## config.mk

```make
export PLATFORM = sky130hd
export DESIGN_NAME = flag_pipe_flat
export DESIGN_NICKNAME = d
export VERILOG_FILES = /design/src/rtl/flag_pipe_if.sv /design/src/rtl/flag_pipe.sv /design/src/flat_wrapper.sv
export SDC_FILE = /design/constraint.sdc
export NUM_CORES = 1
export LEC_CHECK = 0
export CAP_MARGIN = 20
export CORE_MARGIN = 2
export CORE_UTILIZATION = 39
export CTS_BUF_LIST = sky130_fd_sc_hd__clkbuf_8
export CTS_CLUSTER_DIAMETER = 80
export CTS_CLUSTER_SIZE = 10
export DETAILED_ROUTE_END_ITERATION = 12
export PLACE_DENSITY_LB_ADDON = 0.1
export SYNTH_ARGS = -nofsm -noshare
export SYNTH_HDL_FRONTEND = slang
export SYNTH_SLANG_ARGS = --single-unit
```

## constraint.sdc

```tcl
create_clock -name clk -period 1.15 [get_ports clk]
set_input_delay 0.1725 -clock clk [delete_from_list [all_inputs] [get_ports clk]]
set_output_delay 0.1725 -clock clk [all_outputs]
set_load 0.005 [all_outputs]
```

## src/rtl/flag_pipe_if.sv

```systemverilog
// Condition-flag interface between the E1/E2 pipeline control and the flag owner.
// The flag owner uses the slave modport; the surrounding pipeline uses master.
interface flag_pipe_if;
    logic       ValidE1;
    logic [3:0] CondE1;
    logic [1:0] FlagWriteE1;
    logic       LongOpE1;
    logic       StallE2;
    logic       FlushE2;
    logic [3:0] Flags;
    logic       CondExE2;
    logic [3:0] CondE2;
    logic [1:0] FlagWriteE2;
    logic [3:0] FlagsE2;
    logic       ValidE2;
    logic       BusyE2;

    modport slave (
        input  ValidE1, CondE1, FlagWriteE1, LongOpE1, StallE2, FlushE2, Flags, CondExE2,
        output CondE2, FlagWriteE2, FlagsE2, ValidE2, BusyE2
    );

    modport master (
        output ValidE1, CondE1, FlagWriteE1, LongOpE1, StallE2, FlushE2, Flags, CondExE2,
        input  CondE2, FlagWriteE2, FlagsE2, ValidE2, BusyE2
    );
endinterface

```

## src/rtl/flag_pipe.sv

```systemverilog
// NZCV flag owner and E1->E2 pipeline register; holds E2 for long ops so the
// flag write of a multi-cycle instruction commits exactly once.
module flag_pipe #(
    parameter int LONG_CYCLES = 3
) (
    input logic        clk,
    input logic        reset,
    flag_pipe_if.slave bus
);
    localparam logic [3:0] COND_AL  = 4'b1110;
    localparam bit         HAS_LONG = (LONG_CYCLES > 1);
    localparam logic [3:0] LOAD_CNT = 4'(LONG_CYCLES - 1);

    typedef enum logic {IDLE, LONG} state_t;

    state_t     state, state_n;
    logic [3:0] cnt, cnt_n;
    logic       valid, valid_n;
    logic [3:0] cond, cond_n;
    logic [1:0] fw, fw_n;
    logic [3:0] flags, flags_n;
    logic       busy, hold, load, commit;

    assign busy   = (state == LONG);
    assign hold   = bus.StallE2 | busy;
    assign load   = ~hold;
    assign commit = valid & bus.CondExE2 & ~hold & ~(bus.FlushE2 & hold);

    always_comb begin
        // NOTE: every variable gets its hold value first so no path infers a latch.
        state_n = state;
        cnt_n   = cnt;
        valid_n = valid;
        cond_n  = cond;
        fw_n    = fw;
        flags_n = flags;

        if (commit) flags_n = bus.Flags;

        // The hold countdown runs regardless of StallE2.
        if (state == LONG) begin
            cnt_n = cnt - 4'd1;
            if (cnt <= 4'd1) state_n = IDLE;
        end

        if (bus.FlushE2) begin
            valid_n = 1'b0;
            fw_n    = 2'b00;
            cond_n  = COND_AL;
            state_n = IDLE;
            cnt_n   = 4'd0;
        end else if (load) begin
            valid_n = bus.ValidE1;
            cond_n  = bus.CondE1;
            fw_n    = bus.FlagWriteE1 & {2{bus.ValidE1}};
            if (HAS_LONG && bus.ValidE1 && bus.LongOpE1) begin
                state_n = LONG;
                cnt_n   = LOAD_CNT;
            end
        end
    end

    always_ff @(posedge clk) begin
        // NOTE: state registers use non-blocking assignments so every flop samples pre-edge values.
        if (reset) begin
            state <= IDLE;
            cnt   <= 4'd0;
            valid <= 1'b0;
            cond  <= COND_AL;
            fw    <= 2'b00;
            flags <= 4'b0000;
        end else begin
            state <= state_n;
            cnt   <= cnt_n;
            valid <= valid_n;
            cond  <= cond_n;
            fw    <= fw_n;
            flags <= flags_n;
        end
    end

    assign bus.ValidE2     = valid;
    assign bus.CondE2      = cond;
    assign bus.FlagWriteE2 = fw & {2{valid}};
    assign bus.FlagsE2     = flags;
    assign bus.BusyE2      = busy;
endmodule

```

## src/flat_wrapper.sv

```systemverilog
// flat-port wrapper written by rule: the top's interface ports become plain ports
module flag_pipe_flat 
#(
    parameter int LONG_CYCLES = 3
)
  (clk, reset, bus_ValidE1, bus_CondE1, bus_FlagWriteE1, bus_LongOpE1, bus_StallE2, bus_FlushE2, bus_Flags, bus_CondExE2, bus_CondE2, bus_FlagWriteE2, bus_FlagsE2, bus_ValidE2, bus_BusyE2);
  flag_pipe_if bus_i ();
  input logic clk;
  input logic reset;
  input wire logic [$bits(bus_i.ValidE1)-1:0] bus_ValidE1;
  input wire logic [$bits(bus_i.CondE1)-1:0] bus_CondE1;
  input wire logic [$bits(bus_i.FlagWriteE1)-1:0] bus_FlagWriteE1;
  input wire logic [$bits(bus_i.LongOpE1)-1:0] bus_LongOpE1;
  input wire logic [$bits(bus_i.StallE2)-1:0] bus_StallE2;
  input wire logic [$bits(bus_i.FlushE2)-1:0] bus_FlushE2;
  input wire logic [$bits(bus_i.Flags)-1:0] bus_Flags;
  input wire logic [$bits(bus_i.CondExE2)-1:0] bus_CondExE2;
  output wire logic [$bits(bus_i.CondE2)-1:0] bus_CondE2;
  output wire logic [$bits(bus_i.FlagWriteE2)-1:0] bus_FlagWriteE2;
  output wire logic [$bits(bus_i.FlagsE2)-1:0] bus_FlagsE2;
  output wire logic [$bits(bus_i.ValidE2)-1:0] bus_ValidE2;
  output wire logic [$bits(bus_i.BusyE2)-1:0] bus_BusyE2;
  assign bus_i.ValidE1 = bus_ValidE1;
  assign bus_i.CondE1 = bus_CondE1;
  assign bus_i.FlagWriteE1 = bus_FlagWriteE1;
  assign bus_i.LongOpE1 = bus_LongOpE1;
  assign bus_i.StallE2 = bus_StallE2;
  assign bus_i.FlushE2 = bus_FlushE2;
  assign bus_i.Flags = bus_Flags;
  assign bus_i.CondExE2 = bus_CondExE2;
  assign bus_CondE2 = bus_i.CondE2;
  assign bus_FlagWriteE2 = bus_i.FlagWriteE2;
  assign bus_FlagsE2 = bus_i.FlagsE2;
  assign bus_ValidE2 = bus_i.ValidE2;
  assign bus_BusyE2 = bus_i.BusyE2;
  flag_pipe #(.LONG_CYCLES(LONG_CYCLES)) u_core (.clk(clk), .reset(reset), .bus(bus_i));
endmodule
```

==> run_results.csv <==
group,metric,value,unit
placement,gp_congestion,0.728,
timing,setup_viol,0,
global_routing,grt_start_max_net_pins,10,
floorplan,fp.dieH,46.3,µm
synth,synth_nets,95,
timing,slew_violations,0,
placement,io_buffers,28,
synth,ys_types,23,
timing,layout_setup_ws,23.0,ps
synth,ys_seq_area_frac,0.460,
flow_run,maxCapViolations,0,
critical_path,endpoint,"u_core.bus.FlagsE2[0]",
critical_path,cp-end-kind,"register",
critical_path,startpoint,"u_core.bus.BusyE2",
synth,synth_area,697,µm²
placement,dp_hpwl,1.13,mm
timing,maxSlewHeadroom,0.831,
routing,drc_errors,0,
finish,drive_gt1_frac,0.246,
status,status,"completed",
power_and_ir_drop,p_leak,0.486,nW
clock_tree,cts_buffer_depth,2,
clock_tree,clkSinkCount,16,
global_routing,grt_usage,0.150,
timing,clock_skew,2.58,ps
routing,wl,1.50,mm
timing,fmax,0.887,GHz
floorplan,die-area,2140,µm²
critical_path,r2r_slack,20,ps
clock_tree,cts_buffers,3,
power_and_ir_drop,peakVddDrop,0.697,mV
critical_path,start_kind,"register",
finish,syn_to_final_growth,61.6,%
floorplan,initial_core_util,0.408,
critical_path,worstSetupPathType,"reg2reg",
timing,worst_pin_slew,253,ps
routing,antenna_left,0,
power_and_ir_drop,power.density,1090,nW/µm²
routing,wl_per_cell,10.5,µm
clock_tree,root_buffer,"clkbuf_8",
synth,ys_ff_latch,16,
critical_path,reg2reg_depth,4,
clock_tree,ctsHoldBuffers,0,
critical_path,regToRegEndpoint,"u_core.bus.FlagsE2[0]",
synth,syn_inst,76,
floorplan,die_x,46.3,µm
clock_tree,path_clk_slew,60,ps
global_routing,grt_pass1_wl,2.18,mm
global_routing,grt_pass1_vias,538,
synth,yosysWarnings,0,
floorplan,rows,15,
critical_path,cp.arrival,1270,ps
global_routing,antenna_found_initial,0,
clock_tree,cts_tree,"built",
timing,fin_crit_sh,0.980,
finish,n_antenna_cell,0,
finish,nets,138,
global_routing,grt-ovfl-total,0,
routing,vias_per_cell,4.56,
routing,via_count,652,
finish,instances_no_fill,143,
timing,rsz0062_at_grt,"yes",
critical_path,crit_required,1290,ps
routing,first_pass_iters,4,
floorplan,io_pins,29,
routing,drtIter0Drc,3,
synth,synth_area_per_cell,9.17,µm²
clock_tree,htree_levels,1,
hold_path,hold_class,"reg2reg",
critical_path,path_max_fanout,5,
timing,period_needed,1130,ps
placement,dp_slack,-322,ps
critical_path,r2r_start,"u_core.bus.BusyE2",
placement,dpl.cell_count,137,
clock_tree,clkLatencyLatePin,250,ps
timing,hold_viol_final,0,
floorplan,core_area,1710,µm²
sequential cells by signal, summed over array words and instances (netlist names):
register / flops
u_core.bus.BusyE2: 1
u_core.bus.CondE2: 4
u_core.bus.ValidE2: 1
u_core.bus.FlagsE2: 4
u_core.cnt: 4
u_core.fw: 2
routing by layer:
layer  part of all wire  wire length, µm  vias to the layer above  GRT usage
met2               0.48              712                       20      0.214
met5                  0                0                        -          0
li1                   -                -                      336          -
met1               0.44              663                      291      0.187
met4              0.035               52                        0      0.137
met3              0.045               67                        5     0.0275
stage by stage:
stage | hold slack, ps | setup TNS, ps | area (µm²) | utilization | power [mW]
floorplan | 245 | -55.6 | 698 | - | 0.641
global placement | 436 | -3430 | 1060 | 0.623 | 0.749
detailed placement | 441 | -3560 | 1060 | 0.623 | 0.751
CTS | 450 | -374 | 1120 | 0.657 | 1.25
global route | 469 | -202 | 1130 | 0.659 | 1.28
finish | 446 | 0 | 1130 | 0.659 | 1.23
cell usage in the layout (no fill, tap or decap), types with 4 or more instances in the layout:
master	instances
nand2_1	14
clkdlybuf4s50_1	14
buf_4	12
dfxtp_1	12
nor2_1	10
dlygate4sd2_1	10
nand3_1	5
a21oi_1	4
mux2i_1	4
clkbuf_8	4
where the power goes:
part / total, mW / leakage (nW) / internal (mW) / switching, mW
clock: 0.497 / 0.0288 / 0.304 / 0.194
combinational: 0.159 / 0.325 / 0.102 / 0.0573
sequential: 0.573 / 0.132 / 0.565 / 0.00811
layout make-up:
| cell class | instances | area [µm²] |
|---|---|---|
| clock buffer | 4 | 55.1 |
| inverter | 2 | 7.51 |
| sequential | 16 | 328 |
| tap | 25 | 31.3 |
| timing repair buffer | 41 | 357 |
| multi-input combinational | 55 | 348 |
| fill | 154 | 582 |
worst min-delay path by stage:
stage | startpoint | to | slack, ps | cells after the start
3_3_place_gp | u_core.fw[0] | u_core.fw[0] | 440 | 2
2_1_floorplan | reset | u_core.bus.FlagsE2[0] | 240 | 1
3_5_place_dp | u_core.fw[0] | u_core.fw[0] | 440 | 2
4_1_cts | u_core.fw[0] | u_core.fw[0] | 450 | 2
5_1_grt | u_core.fw[1] | u_core.fw[1] | 470 | 2
6_report | u_core.fw[0] | u_core.fw[0] | 450 | 2
kinds of logic (layout without fill, tap and decap cells):
family          count (synthesis)  count (layout)  share of synthesized area
simple gates                   39              39                      0.300
flops                          16              16                      0.460
compound gates                  7               7                     0.0592
buf+inv                         5              47                     0.0503
mux                             4               4                     0.0575
xor+xnor                        3               3                     0.0377
fa+ha+maj                       2               2                     0.0359
worst max-delay path: stages (launching register included):
cell and delay (ps):
dfxtp_4 360, nor4bb_4 240, buf_4 180, mux2i_1 180
nor2_1 60
Yosys cell counts:
master    instances  area [µm²]
and3b_1           1        8.76
nor3_1            1        5.00
nor4bb_4          1        25.0
mux2i_1           4        40.0
buf_6             2        22.5
nor2_2            1        6.26
a211oi_1          1        7.51
nand2_1          14        52.6
o21ai_2           1        8.76
buf_2             1        5.00
nand3_1           5        25.0
inv_1             2        7.51
ha_1              2        25.0
xnor2_1           2        17.5
a21oi_1           4        20.0
or2_1             2        12.5
o21ai_1           1        5.00
xor2_1            1        8.76
and2_1            2        12.5
nor4b_1           1        8.76
dfxtp_1          16         320
nor4b_2           1        15.0
nor2_1           10        37.5
repair_timing:
| item | CTS | global route |
|---|---|---|
| hold endpoints to repair | 0 | 0 |
| endpoints found under the setup margin | 16 | 8 |
| pin swaps | 1 | 2 |
| setup buffers | 2 | 1 |
| gates resized for setup | 19 | 7 |
Power figures use the tool's default switching activity.
